File: config.mk
export PLATFORM = sky130hd
export DESIGN_NAME = piece_controller_flat
export DESIGN_NICKNAME = d
export VERILOG_FILES = /design/src/rtl/tetris_pkg.sv /design/src/rtl/piece_controller_if.sv /design/src/rtl/piece_collide.sv /design/src/rtl/piece_controller.sv /design/src/flat_wrapper.sv
export SDC_FILE = /design/constraint.sdc
export NUM_CORES = 1
export LEC_CHECK = 0
export BUFFER_PORTS_ARGS = -buffer_cell sky130_fd_sc_hd__buf_4
export CAP_MARGIN = 20
export CORE_MARGIN = 2
export CORE_UTILIZATION = 40
export CTS_CLUSTER_DIAMETER = 100
export DETAILED_ROUTE_END_ITERATION = 7
export GPL_TIMING_DRIVEN = 0
export SLEW_MARGIN = 30
export SYNTH_ARGS = -nofsm -noshare
export SYNTH_HDL_FRONTEND = slang
export SYNTH_HIERARCHICAL = 1
export SYNTH_SLANG_ARGS = --single-unit
File: constraint.sdc
create_clock -name Clk -period 6.5 [get_ports Clk]
set_input_delay 0.65 -clock Clk [delete_from_list [all_inputs] [get_ports Clk]]
set_output_delay 0.65 -clock Clk [all_outputs]
set_load 0.05 [all_outputs]
File: src/rtl/tetris_pkg.sv
// Shared types, playfield size and spawn shape table for the falling-piece logic.
package tetris_pkg;
  localparam int COLS  = 10;
  localparam int ROWS  = 20;
  localparam int CELLS = COLS * ROWS;
  localparam int IDX_W = $clog2(CELLS);

  typedef logic [4:0]        coord_t;
  typedef logic signed [5:0] cand_t;
  typedef logic [IDX_W-1:0]  cell_idx_t;

  typedef enum logic [2:0] {P_I, P_O, P_T, P_S, P_Z, P_J, P_L, P_X} piece_t;
  typedef enum logic [2:0] {ST_SPAWN, ST_FALL, ST_CHECK, ST_LOCK, ST_OVER} ctrl_state_t;
  typedef enum logic [2:0] {OP_SPAWN, OP_LEFT, OP_RIGHT, OP_ROT, OP_DOWN} op_t;

  // Element [3] is block 3; block 1 is always the rotation pivot.
  typedef struct packed {
    logic [3:0][1:0] sx;
    logic [3:0][1:0] sy;
  } shape_t;

  function automatic shape_t spawn_shape(piece_t p);
    shape_t s;
    case (p)
      P_O:     begin s.sx = {2'd2, 2'd1, 2'd2, 2'd1}; s.sy = {2'd1, 2'd1, 2'd0, 2'd0}; end
      P_T:     begin s.sx = {2'd1, 2'd2, 2'd1, 2'd0}; s.sy = {2'd1, 2'd0, 2'd0, 2'd0}; end
      P_S:     begin s.sx = {2'd1, 2'd0, 2'd2, 2'd1}; s.sy = {2'd1, 2'd1, 2'd0, 2'd0}; end
      P_Z:     begin s.sx = {2'd2, 2'd1, 2'd1, 2'd0}; s.sy = {2'd1, 2'd1, 2'd0, 2'd0}; end
      P_J:     begin s.sx = {2'd2, 2'd2, 2'd1, 2'd0}; s.sy = {2'd1, 2'd0, 2'd0, 2'd0}; end
      P_L:     begin s.sx = {2'd0, 2'd2, 2'd1, 2'd0}; s.sy = {2'd1, 2'd0, 2'd0, 2'd0}; end
      default: begin s.sx = {2'd3, 2'd2, 2'd1, 2'd0}; s.sy = {2'd0, 2'd0, 2'd0, 2'd0}; end
    endcase
    return s;
  endfunction

  function automatic cell_idx_t cell_index(coord_t cx, coord_t cy);
    return cell_idx_t'(cy) * cell_idx_t'(COLS) + cell_idx_t'(cx);
  endfunction
endpackage

File: src/rtl/piece_controller_if.sv
// Signals between the piece controller and its neighbours (keys, generator, board store, renderer).
interface piece_controller_if;
  import tetris_pkg::*;

  logic             frame_tick;
  logic             cmd_left;
  logic             cmd_right;
  logic             cmd_rot;
  logic             cmd_down;
  logic [2:0]       piece_type;
  logic             next_req;
  logic [CELLS-1:0] board_occ;
  coord_t           x [4];
  coord_t           y [4];
  logic             piece_active;
  logic             lock_valid;
  logic             lock_ready;
  logic             game_over;

  modport master (
    input  frame_tick, cmd_left, cmd_right, cmd_rot, cmd_down, piece_type, board_occ, lock_ready,
    output next_req, x, y, piece_active, lock_valid, game_over
  );

  modport slave (
    output frame_tick, cmd_left, cmd_right, cmd_rot, cmd_down, piece_type, board_occ, lock_ready,
    input  next_req, x, y, piece_active, lock_valid, game_over
  );
endinterface

File: src/rtl/piece_collide.sv
// Combinational wall/board overlap test for a four-block candidate position.
module piece_collide
  import tetris_pkg::*;
(
  input  cand_t            cand_x [4],
  input  cand_t            cand_y [4],
  input  logic [CELLS-1:0] board_occ,
  output logic             collide
);

  always_comb begin
    collide = 1'b0;
    for (int i = 0; i < 4; i++) begin
      if (cand_x[i][5] || cand_y[i][5] || cand_x[i] >= cand_t'(COLS) || cand_y[i] >= cand_t'(ROWS))
        collide = 1'b1;
      else if (board_occ[cell_index(cand_x[i][4:0], cand_y[i][4:0])])
        collide = 1'b1;
    end
  end

endmodule

File: src/rtl/piece_controller.sv
// Falling tetromino sequencer: spawn, gravity, moves/rotation, landing and lock handoff.
//   state    | meaning
//   SPAWN    | load next shape as candidate, pulse next_req
//   FALL     | accept one op (gravity > down > rot > left > right)
//   CHECK    | test candidate against walls/board, commit or reject
//   LOCK     | landed, hold lock_valid until board store takes it
//   OVER     | spawn collided, frozen until reset
module piece_controller
  import tetris_pkg::*;
#(
  parameter int DROP_FRAMES = 30,
  parameter int SPAWN_COL   = 3
) (
  input logic                Clk,
  input logic                Reset,
  piece_controller_if.master bus
);

  localparam int CNT_W = (DROP_FRAMES > 1) ? $clog2(DROP_FRAMES) : 1;
  typedef logic [CNT_W-1:0] cnt_t;
  localparam cnt_t CNT_LAST = cnt_t'(DROP_FRAMES - 1);

  ctrl_state_t state, state_nxt;
  op_t         op, op_nxt;
  coord_t      x_q [4], x_nxt [4], y_q [4], y_nxt [4];
  cand_t       cx_q [4], cx_nxt [4], cy_q [4], cy_nxt [4];
  cand_t       rot_x [4], rot_y [4];
  logic        active, active_nxt, over, over_nxt, is_o, is_o_nxt;
  logic        grav, grav_nxt, grav_fire;
  cnt_t        drop_cnt, drop_nxt;
  logic        collide;
  shape_t      shape;

  assign shape = spawn_shape(piece_t'(bus.piece_type));

  piece_collide u_collide (
    .cand_x    (cx_q),
    .cand_y    (cy_q),
    .board_occ (bus.board_occ),
    .collide   (collide)
  );

  // Clockwise turn about block 1: (px-(y-py), py+(x-px)).
  always_comb begin
    for (int i = 0; i < 4; i++) begin
      rot_x[i] = cand_t'(x_q[1]) - (cand_t'(y_q[i]) - cand_t'(y_q[1]));
      rot_y[i] = cand_t'(y_q[1]) + (cand_t'(x_q[i]) - cand_t'(x_q[1]));
    end
  end

  always_comb begin
    state_nxt  = state;
    op_nxt     = op;
    x_nxt      = x_q;
    y_nxt      = y_q;
    cx_nxt     = cx_q;
    cy_nxt     = cy_q;
    active_nxt = active;
    over_nxt   = over;
    is_o_nxt   = is_o;
    grav_nxt   = grav;
    drop_nxt   = drop_cnt;
    grav_fire  = 1'b0;

    if (bus.frame_tick && (state == ST_FALL || state == ST_CHECK)) begin
      if (drop_cnt == CNT_LAST) begin
        drop_nxt  = '0;
        grav_fire = 1'b1;
        grav_nxt  = 1'b1;
      end else begin
        drop_nxt = drop_cnt + cnt_t'(1);
      end
    end

    unique case (state)
      ST_SPAWN: begin
        for (int i = 0; i < 4; i++) begin
          cx_nxt[i] = cand_t'(SPAWN_COL) + cand_t'(shape.sx[i]);
          cy_nxt[i] = cand_t'(shape.sy[i]);
        end
        is_o_nxt  = (piece_t'(bus.piece_type) == P_O);
        drop_nxt  = '0;
        op_nxt    = OP_SPAWN;
        state_nxt = ST_CHECK;
      end
      ST_FALL: begin
        if (grav || bus.cmd_down) begin
          for (int i = 0; i < 4; i++) begin
            cx_nxt[i] = cand_t'(x_q[i]);
            cy_nxt[i] = cand_t'(y_q[i]) + cand_t'(1);
          end
          op_nxt    = OP_DOWN;
          state_nxt = ST_CHECK;
          // A tick landing in the same cycle starts the next gravity step.
          if (grav) grav_nxt = grav_fire;
          else      drop_nxt = '0;
        end else if (bus.cmd_rot) begin
          for (int i = 0; i < 4; i++) begin
            cx_nxt[i] = is_o ? cand_t'(x_q[i]) : rot_x[i];
            cy_nxt[i] = is_o ? cand_t'(y_q[i]) : rot_y[i];
          end
          op_nxt    = OP_ROT;
          state_nxt = ST_CHECK;
        end else if (bus.cmd_left || bus.cmd_right) begin
          for (int i = 0; i < 4; i++) begin
            cx_nxt[i] = bus.cmd_left ? cand_t'(x_q[i]) - cand_t'(1) : cand_t'(x_q[i]) + cand_t'(1);
            cy_nxt[i] = cand_t'(y_q[i]);
          end
          op_nxt    = bus.cmd_left ? OP_LEFT : OP_RIGHT;
          state_nxt = ST_CHECK;
        end
      end
      ST_CHECK: begin
        if (!collide || op == OP_SPAWN) begin
          for (int i = 0; i < 4; i++) begin
            x_nxt[i] = cx_q[i][4:0];
            y_nxt[i] = cy_q[i][4:0];
          end
        end
        if (!collide) begin
          state_nxt = ST_FALL;
          if (op == OP_SPAWN) active_nxt = 1'b1;
        end else begin
          unique case (op)
            OP_DOWN:  state_nxt = ST_LOCK;
            OP_SPAWN: begin
              active_nxt = 1'b1;
              over_nxt   = 1'b1;
              state_nxt  = ST_OVER;
            end
            default:  state_nxt = ST_FALL;
          endcase
        end
      end
      ST_LOCK: begin
        if (bus.lock_ready) begin
          state_nxt  = ST_SPAWN;
          active_nxt = 1'b0;
        end
      end
      ST_OVER: state_nxt = ST_OVER;
      default: state_nxt = ST_SPAWN;
    endcase
  end

  always_ff @(posedge Clk) begin
    if (Reset) begin
      state    <= ST_SPAWN;
      op       <= OP_SPAWN;
      x_q      <= '{default: '0};
      y_q      <= '{default: '0};
      cx_q     <= '{default: '0};
      cy_q     <= '{default: '0};
      active   <= 1'b0;
      over     <= 1'b0;
      is_o     <= 1'b0;
      grav     <= 1'b0;
      drop_cnt <= '0;
    end else begin
      state    <= state_nxt;
      op       <= op_nxt;
      x_q      <= x_nxt;
      y_q      <= y_nxt;
      cx_q     <= cx_nxt;
      cy_q     <= cy_nxt;
      active   <= active_nxt;
      over     <= over_nxt;
      is_o     <= is_o_nxt;
      grav     <= grav_nxt;
      drop_cnt <= drop_nxt;
    end
  end

  assign bus.x            = x_q;
  assign bus.y            = y_q;
  assign bus.piece_active = active;
  assign bus.game_over    = over;
  assign bus.lock_valid   = (state == ST_LOCK);
  assign bus.next_req     = (state == ST_SPAWN) && !Reset;

endmodule

File: src/flat_wrapper.sv
// flat-port wrapper written by rule: the top's interface ports become plain ports
module piece_controller_flat import tetris_pkg::*;
#(
  parameter int DROP_FRAMES = 30,
  parameter int SPAWN_COL   = 3
)
  (Clk, Reset, bus_frame_tick, bus_cmd_left, bus_cmd_right, bus_cmd_rot, bus_cmd_down, bus_piece_type, bus_board_occ, bus_lock_ready, bus_next_req, bus_x, bus_y, bus_piece_active, bus_lock_valid, bus_game_over);
  piece_controller_if bus_i ();
  input logic Clk;
  input logic Reset;
  input wire logic [$bits(bus_i.frame_tick)-1:0] bus_frame_tick;
  input wire logic [$bits(bus_i.cmd_left)-1:0] bus_cmd_left;
  input wire logic [$bits(bus_i.cmd_right)-1:0] bus_cmd_right;
  input wire logic [$bits(bus_i.cmd_rot)-1:0] bus_cmd_rot;
  input wire logic [$bits(bus_i.cmd_down)-1:0] bus_cmd_down;
  input wire logic [$bits(bus_i.piece_type)-1:0] bus_piece_type;
  input wire logic [$bits(bus_i.board_occ)-1:0] bus_board_occ;
  input wire logic [$bits(bus_i.lock_ready)-1:0] bus_lock_ready;
  output wire logic [$bits(bus_i.next_req)-1:0] bus_next_req;
  output wire logic [$bits(bus_i.x)-1:0] bus_x;
  output wire logic [$bits(bus_i.y)-1:0] bus_y;
  output wire logic [$bits(bus_i.piece_active)-1:0] bus_piece_active;
  output wire logic [$bits(bus_i.lock_valid)-1:0] bus_lock_valid;
  output wire logic [$bits(bus_i.game_over)-1:0] bus_game_over;
  assign bus_i.frame_tick = bus_frame_tick;
  assign bus_i.cmd_left = bus_cmd_left;
  assign bus_i.cmd_right = bus_cmd_right;
  assign bus_i.cmd_rot = bus_cmd_rot;
  assign bus_i.cmd_down = bus_cmd_down;
  assign bus_i.piece_type = bus_piece_type;
  assign bus_i.board_occ = bus_board_occ;
  assign bus_i.lock_ready = bus_lock_ready;
  assign bus_next_req = bus_i.next_req;
  assign bus_x = {>>{bus_i.x}};
  assign bus_y = {>>{bus_i.y}};
  assign bus_piece_active = bus_i.piece_active;
  assign bus_lock_valid = bus_i.lock_valid;
  assign bus_game_over = bus_i.game_over;
  piece_controller #(.DROP_FRAMES(DROP_FRAMES), .SPAWN_COL(SPAWN_COL)) u_core (.Clk(Clk), .Reset(Reset), .bus(bus_i));
endmodule
# After elaboration in Yosys (flattened, before gate mapping)
# Cells that the tools add are included.
# W data, S select, Z words.
[word_totals]
regBits = 103
inputBits = 211
output_inout_bits = 44
word_cells = 184
[op_classes]
addsub = 37
n_mul = 4
n_lt_le_gt_ge = 12
eq_ne = 15
mux = 64
n_reduce_logical = 29
[ops]
columns = ["cell", "count"]
rows = [
  ["$mux W24", 6],
  ["$pmux W16 S6", 1],
  ["$pmux W24 S2", 2],
  ["$mux W6", 12],
  ["$add A5 B1 Y6 const B", 8],
  ["$sub A5 B5 Y6", 8],
  ["$lt A8 B9 Y1 const B", 4],
  ["$add A8 B5 Y8", 4],
  ["$bmux W1 S8", 4],
  ["$mul A5 B3 Y7 const B", 4],
  ["$add A6 B6 Y6", 4],
  ["$ge A6 B5 Y1 const B", 4],
  ["$ge A6 B6 Y1 const B", 4],
  ["$mux W3", 8],
  ["$sub A5 B1 Y6 const B", 4],
  ["$sub A6 B6 Y6", 4],
  ["$mux W1", 21],
  ["$mux W5", 4],
  ["$logic_or A1 B1 Y1", 16],
  ["$eq A3 B3 Y1 const B", 5],
  ["$pmux W3 S5", 1],
  ["$add A2 B2 Y3 const A", 4],
  ["$eq A3 B2 Y1 const B", 4],
  ["$pmux W3 S2", 2],
  ["14 further kinds", 23],
]

# Depth between registers and ports, before layout
[logic_depth]
word_depth = 15
depth_mapped = 17
ltp_nobuf = 15

# Cells and area by module
# Netlist, hierarchy kept.
[modules_own_cells]
columns = ["module", "n_inst", "cells_each", "area_each_um2", "seq_area_each_um2"]
rows = [
  ["piece_collide", 1, 750, 8368.0, 0.0],
  ["piece_controller", 1, 1013, 8139.1, 2062.0],
]

# Worst setup path before layout
# OpenSTA, ideal clock, no wires.
[synth_timing]
path_type = "reg2reg"
startpoint = "reg u_core/cy_q[18] (netlist name)"
endpoint = "reg u_core.y_q, in the netlist u_core/bus.y[11]"
setup_ns = 0.070
t_arrival_ns = 3.744
required_time_ns = 6.430
path_slack_ns = 2.685
path_stages_with_launch = 15
path_buffers = 1
period_less_slack_ns = 3.815
cell_sequence = "dfxtp_1 ha_1 ha_1 xor2_2 mux4_2 mux2_2 or3_1 nand4_1 o2111ai_1 nor4b_1 nand4_1 a211oi_1 buf_2 nand2_1 a21oi_1"
[synth_between]
elab_chain_cells = 15
word_cells_on_any_way = 17
cone_classes = "1 x add/sub; 1 x mul; 1 x order compare; 10 x mux; 4 x reduce/logical"
[synth_lines]
columns = ["item", "line", "text"]
rows = [
  ["from (decl)", "piece_controller.sv:26", "cand_t cx_q [4], cx_nxt [4], cy_q [4], cy_nxt [4];"],
  ["from (signal assigned)", "piece_controller.sv:165", "cy_q <= cy_nxt;"],
  ["$mul A5 B3 Y7", "tetris_pkg.sv:37", "return cell_idx_t'(cy) * cell_idx_t'(COLS) + cell_idx_t'(cx);"],
  ["$add A8 B5 Y8", "tetris_pkg.sv:37", ""],
  ["$bmux W1 S8", "piece_collide.sv:16", "else if (board_occ[cell_index(cand_x[i][4:0], cand_y[i][4:0])])"],
  ["$mux W1 (implied by the code)", "piece_collide.sv:16", ""],
  ["$mux W1", "piece_collide.sv:16", ""],
  ["$mux W1 (*)", "piece_collide.sv:14", "if (cand_x[i][5] || cand_y[i][5] || cand_x[i] >= cand_t'(COLS) || cand_y[i] >= cand_t'(ROWS))"],
  ["$mux W1 (*)", "piece_collide.sv:16", ""],
  ["$mux W1 (*)", "piece_collide.sv:14", ""],
  ["$mux W1 (*)", "piece_collide.sv:16", ""],
  ["$mux W1 (*)", "piece_collide.sv:14", ""],
  ["$mux W1 (*)", "piece_collide.sv:16", ""],
  ["$mux W1 (*)", "piece_collide.sv:14", ""],
  ["net u_core.collide", "piece_controller.sv:31", "logic collide;"],
  ["$logic_not A1 Y1 (*)", "piece_controller.sv:114", "if (!collide || op == OP_SPAWN) begin"],
  ["$logic_or A1 B1 Y1 (*)", "piece_controller.sv:114", ""],
  ["$reduce_and A2 Y1 (no source line) (*)", "-", ""],
  ["to (signal assigned)", "piece_controller.sv:163", "y_q <= y_nxt;"],
  ["to (decl)", "piece_controller.sv:25", "coord_t x_q [4], x_nxt [4], y_q [4], y_nxt [4];"],
]
# The timed path passes the listed nets; every way through them passes the cells marked *. The select of a mux whose other input is x is not followed.
# A chain may end at the register's enable or synchronous reset.

# Worst setup path after layout
[layout_timing]
startpoint = "reg u_core/cx_q[1] (netlist name)"
endpoint = "reg u_core.x_q, in the netlist u_core/bus.x[18]"
[layout_between]
elab_chain_cells = 8
word_cells_on_any_way = 11
cone_classes = "1 x add/sub; 1 x order compare; 4 x mux; 5 x reduce/logical"
[layout_lines]
columns = ["item", "line", "text"]
rows = [
  ["from (decl)", "piece_controller.sv:26", ""],
  ["from (signal assigned)", "piece_controller.sv:164", "cx_q <= cx_nxt;"],
  ["$add A8 B5 Y8", "tetris_pkg.sv:37", ""],
  ["$bmux W1 S8", "piece_collide.sv:16", ""],
  ["$mux W1 (implied by the code)", "piece_collide.sv:16", ""],
  ["$mux W1", "piece_collide.sv:16", ""],
  ["$mux W1 (*)", "piece_collide.sv:14", ""],
  ["net u_core.collide", "piece_controller.sv:31", ""],
  ["$logic_not A1 Y1 (*)", "piece_controller.sv:114", ""],
  ["$logic_or A1 B1 Y1 (*)", "piece_controller.sv:114", ""],
  ["$reduce_and A2 Y1 (no source line) (*)", "-", ""],
  ["to (signal assigned)", "piece_controller.sv:162", "x_q <= x_nxt;"],
  ["to (decl)", "piece_controller.sv:25", ""],
]
# Marked as above.

==> summary.log <==
INFO  outcome        run_status=completed
INFO  global_routing antenna_found_initial=0
INFO  routing        number_of_vias_per_cell_after_detailed_routing=6.87
INFO  clocking       h-tree-depth=3
INFO  layout         instances_no_fill=2566
INFO  synth          synth_area_leaders=mux4_2 23%, dfxtp_1 12%, ha_1 9.0%, fa_1 5.3%, nand2_1 4.8%
INFO  critical_path  path_class=flop to flop
INFO  sta            setup_ws=0.144ns
INFO  critical_path  required=6.78ns
INFO  synth          synth-warning-count=6
INFO  critical_path  timing.critical_path.arrival=6.64ns
INFO  sta            clock_skews=0.0193ns
INFO  global_routing total_global_route_track_usage=36.2%
INFO  floorplan      io_pins=255
INFO  critical_path  reg2reg_depth=14
INFO  global_routing grt_remaining_overflow=0
INFO  layout         antenna_cells_inserted=0
INFO  routing        routed_wire_length_per_instance=31.2µm
INFO  clocking       hold_buffers=0
INFO  placed_design  io_buffer_count=253
INFO  clocking       post_cts_setup_bufs=0
INFO  floorplan      die_x=207µm
INFO  synth          yosysTopAreaCell=mux4_2
INFO  sta            final_worst_path_period_need=6.36ns
INFO  critical_path  setup.worst_path.end_class=flop
INFO  critical_path  crit_fanout=10
INFO  placed_design  gp_congestion=1.00
INFO  critical_path  timing.critical_path.from=u_core/cx_q[1]
INFO  global_routing grt_first_pass_wirelength=116mm
INFO  power_and_ir_drop irDropWorstVdd=126µV
INFO  clocking       cts.sinks=103
INFO  clocking       clk_transition_reported_paths=0.09ns
INFO  synth          synth.top_cells.by_count=210 x nand2_1, 171 x mux4_2, 127 x a21oi_1, 119 x ha_1, 108 x nor2_1
INFO  critical_path  timing.critical_path.from_type=flop
INFO  placed_design  numPlacedInstances=2550
INFO  clocking       number_of_buffers_inserted_during_clock_tree_synthesis=9
INFO  placed_design  dp_worst_setup_slack=0.575ns
INFO  min_path       hold_path_end=u_core/cy_q[17]
INFO  layout         fillerInstances=3965
INFO  job            maxCapViolCount=0
INFO  layout         layout-drive-gt1-share=27.2%
INFO  sta            grt_setup_unrepaired=false
INFO  synth          yosys_most_used_dff=dfxtp_1
INFO  min_path       min_from=u_core/cy_q[17]
INFO  clocking       cells_resized_by_post_cts_repair=0
INFO  min_path       min-delay-path-class=flop to flop
INFO  sta            period_share=97.8%
INFO  sta            maxSlewViolCount=0
INFO  routing        remaining_drc_errors=0
INFO  routing        wl=80.1mm
INFO  layout         final_nets=2403
INFO  synth          seq_area_frac_synth=12.5%
INFO  critical_path  startpoint_of_the_most_critical_register_to_register_path=u_core/cx_q[1]
INFO  synth          post_synth.cell_area_avg=9.36µm²
INFO  synth          yosysMostFrequentCell=nand2_1
INFO  min_path       hold_path_depth=2
INFO  sta            max_slew_margin=27.5%
INFO  sta            setup-tns-final=0ns
INFO  placed_design  detailedPlacementHpwl=63.8mm
INFO  routing        drt_first_iter_violations=2283
INFO  global_routing grt_max_degree=22
INFO  sta            hold_viol=0
INFO  floorplan      floorplan_die_height=207µm
INFO  layout         flow.area_growth_from_synthesis=17.8%
INFO  clocking       worstSkewPairLatency=0.36ns
INFO  synth          synth_enable_flop_cells=0
INFO  critical_path  r2r_slack=0.14ns
INFO  sta            tightest_pin_transition=1.08ns
INFO  synth          synth_area=0.0165mm²
INFO  floorplan      initial_utilization=40.5%
INFO  global_routing number_of_global_route_vias_before_repair=17028
INFO  routing        num_vias=17620
INFO  clocking       cts_root_buf=clkbuf_16
INFO  floorplan      core_region_area=0.0407mm²
INFO  sta            setup-violations-final=0
INFO  clocking       clockBufferDepth=2
INFO  power_and_ir_drop power-per-cell-area=187mW/mm²
INFO  routing        postRouteAntennaNets=0
INFO  synth          ys_seq_elements=103
INFO  synth          postSynthCellCount=1763
INFO  power_and_ir_drop power.static_leakage=7.75nW
INFO  sta            max_freq=157MHz
INFO  synth          synth_largest_type_area_fraction=23.3%
INFO  floorplan      die_area=0.0429mm²
INFO  sta            worst_hold_slack=0.463ns
INFO  synth          synth-async-reset-ratio=0%
INFO  synth          synthesis.nets=2137
INFO  routing        detailed_router_iteration_count_before_antenna_repair=7
INFO  clocking       cts_tree=built
INFO  synth          yosys.cell_types.count=87
INFO  floorplan      num_rows=74
INFO  critical_path  rr_endpoint=u_core/bus.x[18]
where the power goes:
part           total [W]  switching [W]  internal (W)
registers       0.000720      0.0000595      0.000661
logic            0.00234        0.00137      0.000970
clock network   0.000584       0.000304      0.000280
total            0.00364        0.00173       0.00191
through the flow:
stage / total power, W / area, µm² / util (%)
finish: 0.00364 / 19400 / 47.7
global route: 0.00374 / 19400 / 47.7
floorplan: 0.00216 / 16500 / -
detailed placement: 0.00296 / 19100 / 47.0
CTS: 0.00356 / 19400 / 47.7
global placement: 0.00295 / 19100 / 46.8
critical path, cell delays in order (launching register included):
cell	delay, ns
dfxtp_1	0.37
ha_1	0.25
fa_1	0.63
buf_1	0.69
clkbuf_1	0.80
clkbuf_1	0.61
a31oi_1	0.19
o21ai_0	0.22
a211oi_1	0.08
nor4_1	0.42
nand4_1	0.47
a211oi_1	0.81
buf_2	0.45
nand2_1	0.11
a21oi_1	0.15
how the worst max path moves through the flow:
stage / endpoint / slack [ns] / cells past startpoint
2_1_floorplan: u_core/bus.y[11] / 2.69 / 14
3_3_place_gp: u_core/bus.y[16] / 0.49 / 14
3_5_place_dp: u_core/bus.y[17] / 0.58 / 14
4_1_cts: u_core/bus.x[17] / 0.51 / 14
5_1_grt: u_core/bus.x[14] / 0.21 / 14
6_report: u_core/bus.x[18] / 0.14 / 14
routing by layer:
layer	GRT usage (%)	vias up	share of wire [%]
met4	17.9	0	6.0
li1	-	7316	-
met1	47.2	8676	38
met5	0	-	0
met3	6.78	292	11
met2	57.8	1336	45
cell type report:
cell class / count / area, µm² / area share (%)
well taps: 532 / 666 / 3.42
clock buffers: 9 / 225 / 1.16
clock inverters: 7 / 83.8 / 0.431
multi-input cells: 1444 / 13400 / 69.0
inverters: 93 / 349 / 1.80
flip-flops and latches: 103 / 2060 / 10.6
plain buffers: 123 / 723 / 3.72
repair buffers: 255 / 1920 / 9.86
layout by cell type, fill, tap and decap left out, drive strengths merged, types with 22 or more instances in the layout:
master / netlist / routed
xor2: 35 / 35
nand3: 37 / 37
nor2: 112 / 112
a31oi: 25 / 25
buf: 83 / 338
xnor2: 40 / 40
o21ai: 60 / 60
ha: 119 / 119
nand2b: 22 / 22
a221oi: 23 / 23
dfxtp: 103 / 103
nor3: 36 / 36
a21oi: 128 / 128
mux4: 187 / 187
a211oi: 29 / 29
nand2: 210 / 210
a21o: 23 / 23
mux2i: 68 / 68
inv: 91 / 96
clkbuf: 40 / 49
fa: 44 / 44
nand4: 29 / 29
cell families (layout without fill, tap and decap cells):
family,count (synthesis),count (layout),share of synthesized area [%]
muxes,262,262,30.5
and+or+nand+nor,522,522,14.8
DFF,103,103,12.5
adders and majority gates,163,163,14.4
xor gates and xnor gates,77,77,4.41
buffers and inverters,216,487,6.49
AOI/OAI and AO/OA,420,420,17.0
registers in the layout (all words and copies together), names as in the netlist, 3 cells and up:
signal / count
u_core/cx_q: 24
u_core/cy_q: 24
u_core/bus.x: 20
u_core/bus.y: 20
u_core/drop_cnt: 5
u_core/op: 3
u_core/state: 3
Note: power is estimated with default switching activity, not from simulation.
